`config.mk`:
```
export PLATFORM = sky130hd
export DESIGN_NAME = vend_sequencer
export DESIGN_NICKNAME = d
export VERILOG_FILES = /design/src/rtl/vend_sequencer.sv
export SDC_FILE = /design/constraint.sdc
export NUM_CORES = 1
export LEC_CHECK = 0
export ABC_AREA = 1
export CAP_MARGIN = 5
export CORE_ASPECT_RATIO = 0.6
export CORE_MARGIN = 5
export CORE_UTILIZATION = 25
export CTS_CLUSTER_SIZE = 25
export DETAILED_ROUTE_END_ITERATION = 7
export PLACE_DENSITY = 0.45
export SKIP_LAST_GASP = 1
export SLEW_MARGIN = 20
export SYNTH_ARGS = -nofsm -noshare
export SYNTH_HDL_FRONTEND = slang
export SYNTH_SLANG_ARGS = --single-unit
```
`constraint.sdc`:
```
create_clock -name clk -period 5.2 [get_ports clk]
set_input_delay 1.04 -clock clk [delete_from_list [all_inputs] [get_ports clk]]
set_output_delay 1.04 -clock clk [all_outputs]
set_load 0.01 [all_outputs]
```
`src/rtl/vend_sequencer.sv`:
```
// Vending machine sequencer: credit, drink dispensing and one-coin-at-a-time change return.
// Optional macro VEND_AUTO_CHANGE_EN returns leftover credit automatically after each drink.
module vend_sequencer #(
  parameter int JUICE_PRICE  = 25,
  parameter int COFFEE_PRICE = 20,
  parameter int MAX_BALANCE  = 99,
  parameter int DROP_CYCLES  = 50000000
) (
  input  logic       clk,
  input  logic       rst,
  input  logic       money_1,
  input  logic       money_5,
  input  logic       money_10,
  input  logic       juice,
  input  logic       coffee,
  input  logic       cancel,
  output logic [6:0] balance,
  output logic [3:0] bal_tens,
  output logic [3:0] bal_ones,
  output logic       drop_juice,
  output logic       drop_coffee,
  output logic [2:0] coin_out,
  output logic       coin_reject,
  output logic       insufficient,
  output logic       busy
);

  localparam int CNT_W = (DROP_CYCLES > 1) ? $clog2(DROP_CYCLES) : 1;
  localparam logic [CNT_W-1:0] CNT_LAST = CNT_W'(DROP_CYCLES - 1);

  typedef enum logic [1:0] {IDLE, DISPENSE, CHG_ON, CHG_GAP} state_e;

  state_e           state, state_d;
  logic [CNT_W-1:0] cnt, cnt_d;
  logic [6:0]       bal_d;
  logic             drop_juice_d, drop_coffee_d, coin_reject_d, insufficient_d;
  logic [2:0]       coin_out_d;
  logic [2:0]       chg_coin;
  logic [6:0]       chg_val;
  logic [6:0]       coin_val;
  logic [7:0]       coin_sum;
  logic             coin_in;

  // Greedy choice of the next returned coin gives the minimum coin count.
  always_comb begin
    chg_coin = 3'b000;
    chg_val  = 7'd0;
    if (balance >= 7'd10) begin
      chg_coin = 3'b100;
      chg_val  = 7'd10;
    end else if (balance >= 7'd5) begin
      chg_coin = 3'b010;
      chg_val  = 7'd5;
    end else if (balance != 7'd0) begin
      chg_coin = 3'b001;
      chg_val  = 7'd1;
    end
  end

  assign coin_in  = money_1 | money_5 | money_10;
  assign coin_val = money_10 ? 7'd10 : (money_5 ? 7'd5 : 7'd1);
  assign coin_sum = {1'b0, balance} + {1'b0, coin_val};

  // NOTE: every signal gets a default before the case so no path leaves it unassigned (no latch).
  always_comb begin
    state_d        = state;
    cnt_d          = cnt;
    bal_d          = balance;
    drop_juice_d   = drop_juice;
    drop_coffee_d  = drop_coffee;
    coin_out_d     = coin_out;
    coin_reject_d  = 1'b0;
    insufficient_d = 1'b0;
    case (state)
      IDLE: begin
        cnt_d = '0;
        if (cancel) begin
          if (balance != 7'd0) begin
            state_d    = CHG_ON;
            coin_out_d = chg_coin;
            bal_d      = balance - chg_val;
          end
        end else if (coffee) begin
          if (balance >= 7'(COFFEE_PRICE)) begin
            bal_d         = balance - 7'(COFFEE_PRICE);
            drop_coffee_d = 1'b1;
            state_d       = DISPENSE;
          end else begin
            insufficient_d = 1'b1;
          end
        end else if (juice) begin
          if (balance >= 7'(JUICE_PRICE)) begin
            bal_d        = balance - 7'(JUICE_PRICE);
            drop_juice_d = 1'b1;
            state_d      = DISPENSE;
          end else begin
            insufficient_d = 1'b1;
          end
        end else if (coin_in) begin
          if (coin_sum <= 8'(MAX_BALANCE)) bal_d = coin_sum[6:0];
          else                             coin_reject_d = 1'b1;
        end
      end
      DISPENSE: begin
        coin_reject_d = coin_in;
        if (cnt == CNT_LAST) begin
          cnt_d         = '0;
          drop_juice_d  = 1'b0;
          drop_coffee_d = 1'b0;
          state_d       = IDLE;
`ifdef VEND_AUTO_CHANGE_EN
          if (balance != 7'd0) begin
            state_d    = CHG_ON;
            coin_out_d = chg_coin;
            bal_d      = balance - chg_val;
          end
`endif
        end else begin
          cnt_d = cnt + 1'b1;
        end
      end
      CHG_ON: begin
        coin_reject_d = coin_in;
        if (cnt == CNT_LAST) begin
          cnt_d      = '0;
          coin_out_d = 3'b000;
          state_d    = CHG_GAP;
        end else begin
          cnt_d = cnt + 1'b1;
        end
      end
      CHG_GAP: begin
        coin_reject_d = coin_in;
        if (cnt == CNT_LAST) begin
          cnt_d = '0;
          if (balance != 7'd0) begin
            state_d    = CHG_ON;
            coin_out_d = chg_coin;
            bal_d      = balance - chg_val;
          end else begin
            state_d = IDLE;
          end
        end else begin
          cnt_d = cnt + 1'b1;
        end
      end
      default: state_d = IDLE;
    endcase
  end

  // NOTE: sequential state uses non-blocking assignments so all registers update together.
  always_ff @(posedge clk) begin
    if (rst) begin
      state        <= IDLE;
      cnt          <= '0;
      balance      <= 7'd0;
      drop_juice   <= 1'b0;
      drop_coffee  <= 1'b0;
      coin_out     <= 3'b000;
      coin_reject  <= 1'b0;
      insufficient <= 1'b0;
      busy         <= 1'b0;
    end else begin
      state        <= state_d;
      cnt          <= cnt_d;
      balance      <= bal_d;
      drop_juice   <= drop_juice_d;
      drop_coffee  <= drop_coffee_d;
      coin_out     <= coin_out_d;
      coin_reject  <= coin_reject_d;
      insufficient <= insufficient_d;
      busy         <= (state_d != IDLE);
    end
  end

  assign bal_tens = 4'(balance / 7'd10);
  assign bal_ones = 4'(balance % 7'd10);

endmodule
```
==> impl_metrics.py <==
metrics = {
    "cts": {
        "cts.sinks": 43,
        "cts_root_buf": "clkbuf_16",
        "clk_pin_slew_ns": 0.07,
        "clk_latency_ns": 0.29,
        "cts_setup_buffers": 0,
        "cts_hold_buf": 0,
        "cts_resized": 0,
        "cts_tree": "done",
        "ctsHtreeMaxLevel": 2,
        "numCtsBuffers": 5,
        "clock_path_buffers": 2,
    },
    "yosys": {
        "yosysTopAreaCell": "dfxtp_1",
        "synthMuxAreaShare_pct": 0,
        "synth_top_area_share_pct": 25.8,
        "synth_ff_type": "dfxtp_1",
        "ys_types": 45,
        "synth-simple-area-share_pct": 31.9,
        "synth_cells": 496,
        "synthArstFlopShare_pct": 0,
        "synth.cell_area_um2": 3340,
        "ys_ff_latch": 43,
        "yosys_warnings": 0,
        "yosysSeqAreaShare_pct": 25.8,
        "syn-num-nets": 530,
        "synth_xor_area_share_pct": 5.25,
        "synth-compound-area-share_pct": 17.3,
        "synth_area_leaders": "dfxtp_1, nand2_1, ha_1",
        "synth_edf_count": 0,
        "avgSynthCellArea_um2": 6.73,
        "synth_fa_ha_area_share_pct": 10.2,
        "synth_top_family_by_area": "simple AND/OR/NAND/NOR gates",
    },
    "setup_path": {
        "cp_cell_sequence": "inv_1, buf_4, ha_1, inv_1, nand2_1, nand2_1, ha_1, inv_1, nand2_4, o21ai_2, nand2_4, inv_1, nor2_1, nor2_1, nand3_1, nand2_1, inv_1, ha_1, nand2_1, nand2_2, nand2_2, nand2_1, nand2_1, clkdlybuf4s50_1",
        "crit_path_max_incr_delay_ns": 0.53,
        "path_class": "flop to output pin",
        "cp.arrival_ns": 3.60,
        "timing.rr.start": "balance[1]",
        "critPathRequiredTime_ns": 4.16,
        "crit_buf_inv": 7,
        "cp_slowest_cell": "clkdlybuf4s50_1",
        "cpMostUsedCell": "nand2_1",
        "worstSetupStartpoint": "balance[3]",
        "cpLargestDelayFamily": "simple AND/OR/NAND/NOR gates",
        "start_kind": "flop",
        "path_max_fanout": 7,
        "cp-end-kind": "output pin",
    },
    "sta": {
        "period_share_pct": 89.1,
        "whs_ns": 0.447,
        "layout_min_cycle_time_ns": 4.64,
        "setup_viol": 0,
        "grt_setup_unrepaired": "false",
        "slew_violations": 0,
        "fmax_mhz": 216,
        "fin_tns_setup_ns": 0,
        "worst_slack_ns": 0.564,
        "hold_viol": 0,
        "tightest_slew_ns": 0.728,
        "slew_headroom_pct": 51.0,
        "fin_skew_ns": 0.00807,
    },
    "place": {
        "port_buffers": 30,
        "place_congestion": 0.848,
        "dp_hpwl_mm": 8.02,
        "place_area_um2": 3840,
        "post-place-ws_ns": 0.906,
    },
    "finish": {
        "antennaDiodeCount": 0,
        "layout-drive-gt1-share_pct": 7.53,
        "layout.nets": 564,
        "final_common_cell": "nand2_1",
        "fin_area_um2": 4030,
        "syn_to_final_growth_pct": 20.9,
        "final_cell_mix": "nand2_1, inv_1, nor2_1",
    },
    "floorplan": {
        "fp.dieArea_um2": 15800,
        "initial_core_util_pct": 25.7,
        "die_h_um": 99.5,
        "die_w_um": 159,
        "rows": 32,
        "ios": 31,
        "core_area_um2": 13000,
    },
    "global_route": {
        "track_usage_pct": 12.7,
        "grt_pass1_wl_mm": 16.6,
        "grt_max_degree": 20,
        "met1_usage_pct": 21.7,
        "use_met2_pct": 15.4,
        "top_usage_layer": "met1",
        "grt_overflow": 0,
        "antenna_found_initial": 0,
        "use_met3_pct": 2.98,
        "grt_pass1_vias": 3106,
    },
    "drt": {
        "drt_pass1_iterations": 5,
        "vias_per_cell": 4.77,
        "ant_nets": 0,
        "wl_per_cell_um": 14.3,
        "num_vias": 3347,
        "routed_wl_mm": 10.0,
        "first_iter_violations": 277,
        "drcViolationCount": 0,
    },
    "hold_path": {
        "hp-start": "cnt[0]",
        "hp-class": "flop to flop",
    },
    "power": {
        "p_clk_share_pct": 15.4,
        "p_leak_nw": 1.69,
        "pwr-share-seq_pct": 16.9,
        "power.share.switching_pct": 47.2,
        "ir_worst_vdd_mv": 0.345,
        "power_frac_comb_pct": 67.6,
        "power_switching_mw": 1.26,
        "intPower_mw": 1.41,
        "p_per_area_nw_per_um2": 661,
    },
    "status": {
        "outcome": "finished clean",
    },
    "job": {
        "drv_cap": 0,
    },
}
sequential cells by signal, summed over array words and instances (netlist names), 2 cells and up:
name	count
balance	7
state	2
cnt	26
coin_out	3
metal layers:
metal	vias to the layer above	wire length (um)	share of wire, %
met3	2	779	7.8
met1	1502	5820	58
met2	107	3420	34
met5	-	0	0
li1	1736	-	-
met4	0	26	0.26
cell usage after synthesis, types with 2 or more instances:
| library cell | number |
|---|---|
| nor3b_1 | 2 |
| inv_1 | 67 |
| nand3_1 | 35 |
| a211oi_1 | 2 |
| nand2_2 | 7 |
| inv_2 | 3 |
| ha_1 | 24 |
| nor3_1 | 12 |
| nor4_1 | 9 |
| clkbuf_1 | 3 |
| xor2_1 | 16 |
| o211ai_1 | 3 |
| a31oi_1 | 3 |
| nand3_2 | 4 |
| o21ai_2 | 2 |
| fa_1 | 2 |
| o21ai_1 | 2 |
| o2111ai_1 | 2 |
| xnor2_1 | 4 |
| a311oi_1 | 2 |
| or2_2 | 4 |
| o21ai_0 | 34 |
| dfxtp_1 | 43 |
| nand2_4 | 3 |
| o22ai_1 | 3 |
| o21a_1 | 3 |
| a21oi_1 | 42 |
| nand4_1 | 13 |
| nor2_1 | 46 |
| buf_4 | 2 |
| nand2_1 | 85 |
worst paths after layout:
check	endpoint	slack [ns]	cells past startpoint
hold reg to reg	cnt[0]	0.45	1
hold / removal	cnt[0]	0.45	1
setup / recovery	bal_ones[1]	0.56	24
setup reg to reg	balance[6]	1.63	17
cell type report:
class / instances / area [um2]
Tap cell: 170 / 213
Multi-Input combinational cell: 373 / 2160
Fill cell: 1420 / 8940
Clock buffer: 5 / 125
Clock inverter: 3 / 67.6
Timing Repair Buffer: 35 / 338
Inverter: 72 / 273
Sequential cell: 43 / 861
logic make-up (layout without fill, tap and decap cells):
group / count (synthesis) / in the layout
fa+ha+maj: 26 / 26
buf+inv: 80 / 115
flops: 43 / 43
simple gates: 225 / 225
compound gates: 102 / 102
xor+xnor: 20 / 20
through the flow:
step / cells / util, % / power, mW
final: 701 / 31.1 / 2.67
after global routing: 701 / 31.1 / 2.94
after CTS: 701 / 31.1 / 2.67
after detailed placement: 693 / 29.6 / 2.24
after global placement: 693 / 29.6 / 2.24
after floorplan: 496 / - / 1.62
power groups by stage:
stage	combinational [mW]	sequential [mW]	clock [mW]
5_1_grt	2.04	0.462	0.436
6_report	1.80	0.451	0.411
4_1_cts	1.79	0.453	0.422
3_3_place_gp	1.78	0.459	0
3_5_place_dp	1.78	0.459	0
2_1_floorplan	1.15	0.468	0
Power figures use the tool's default switching activity.
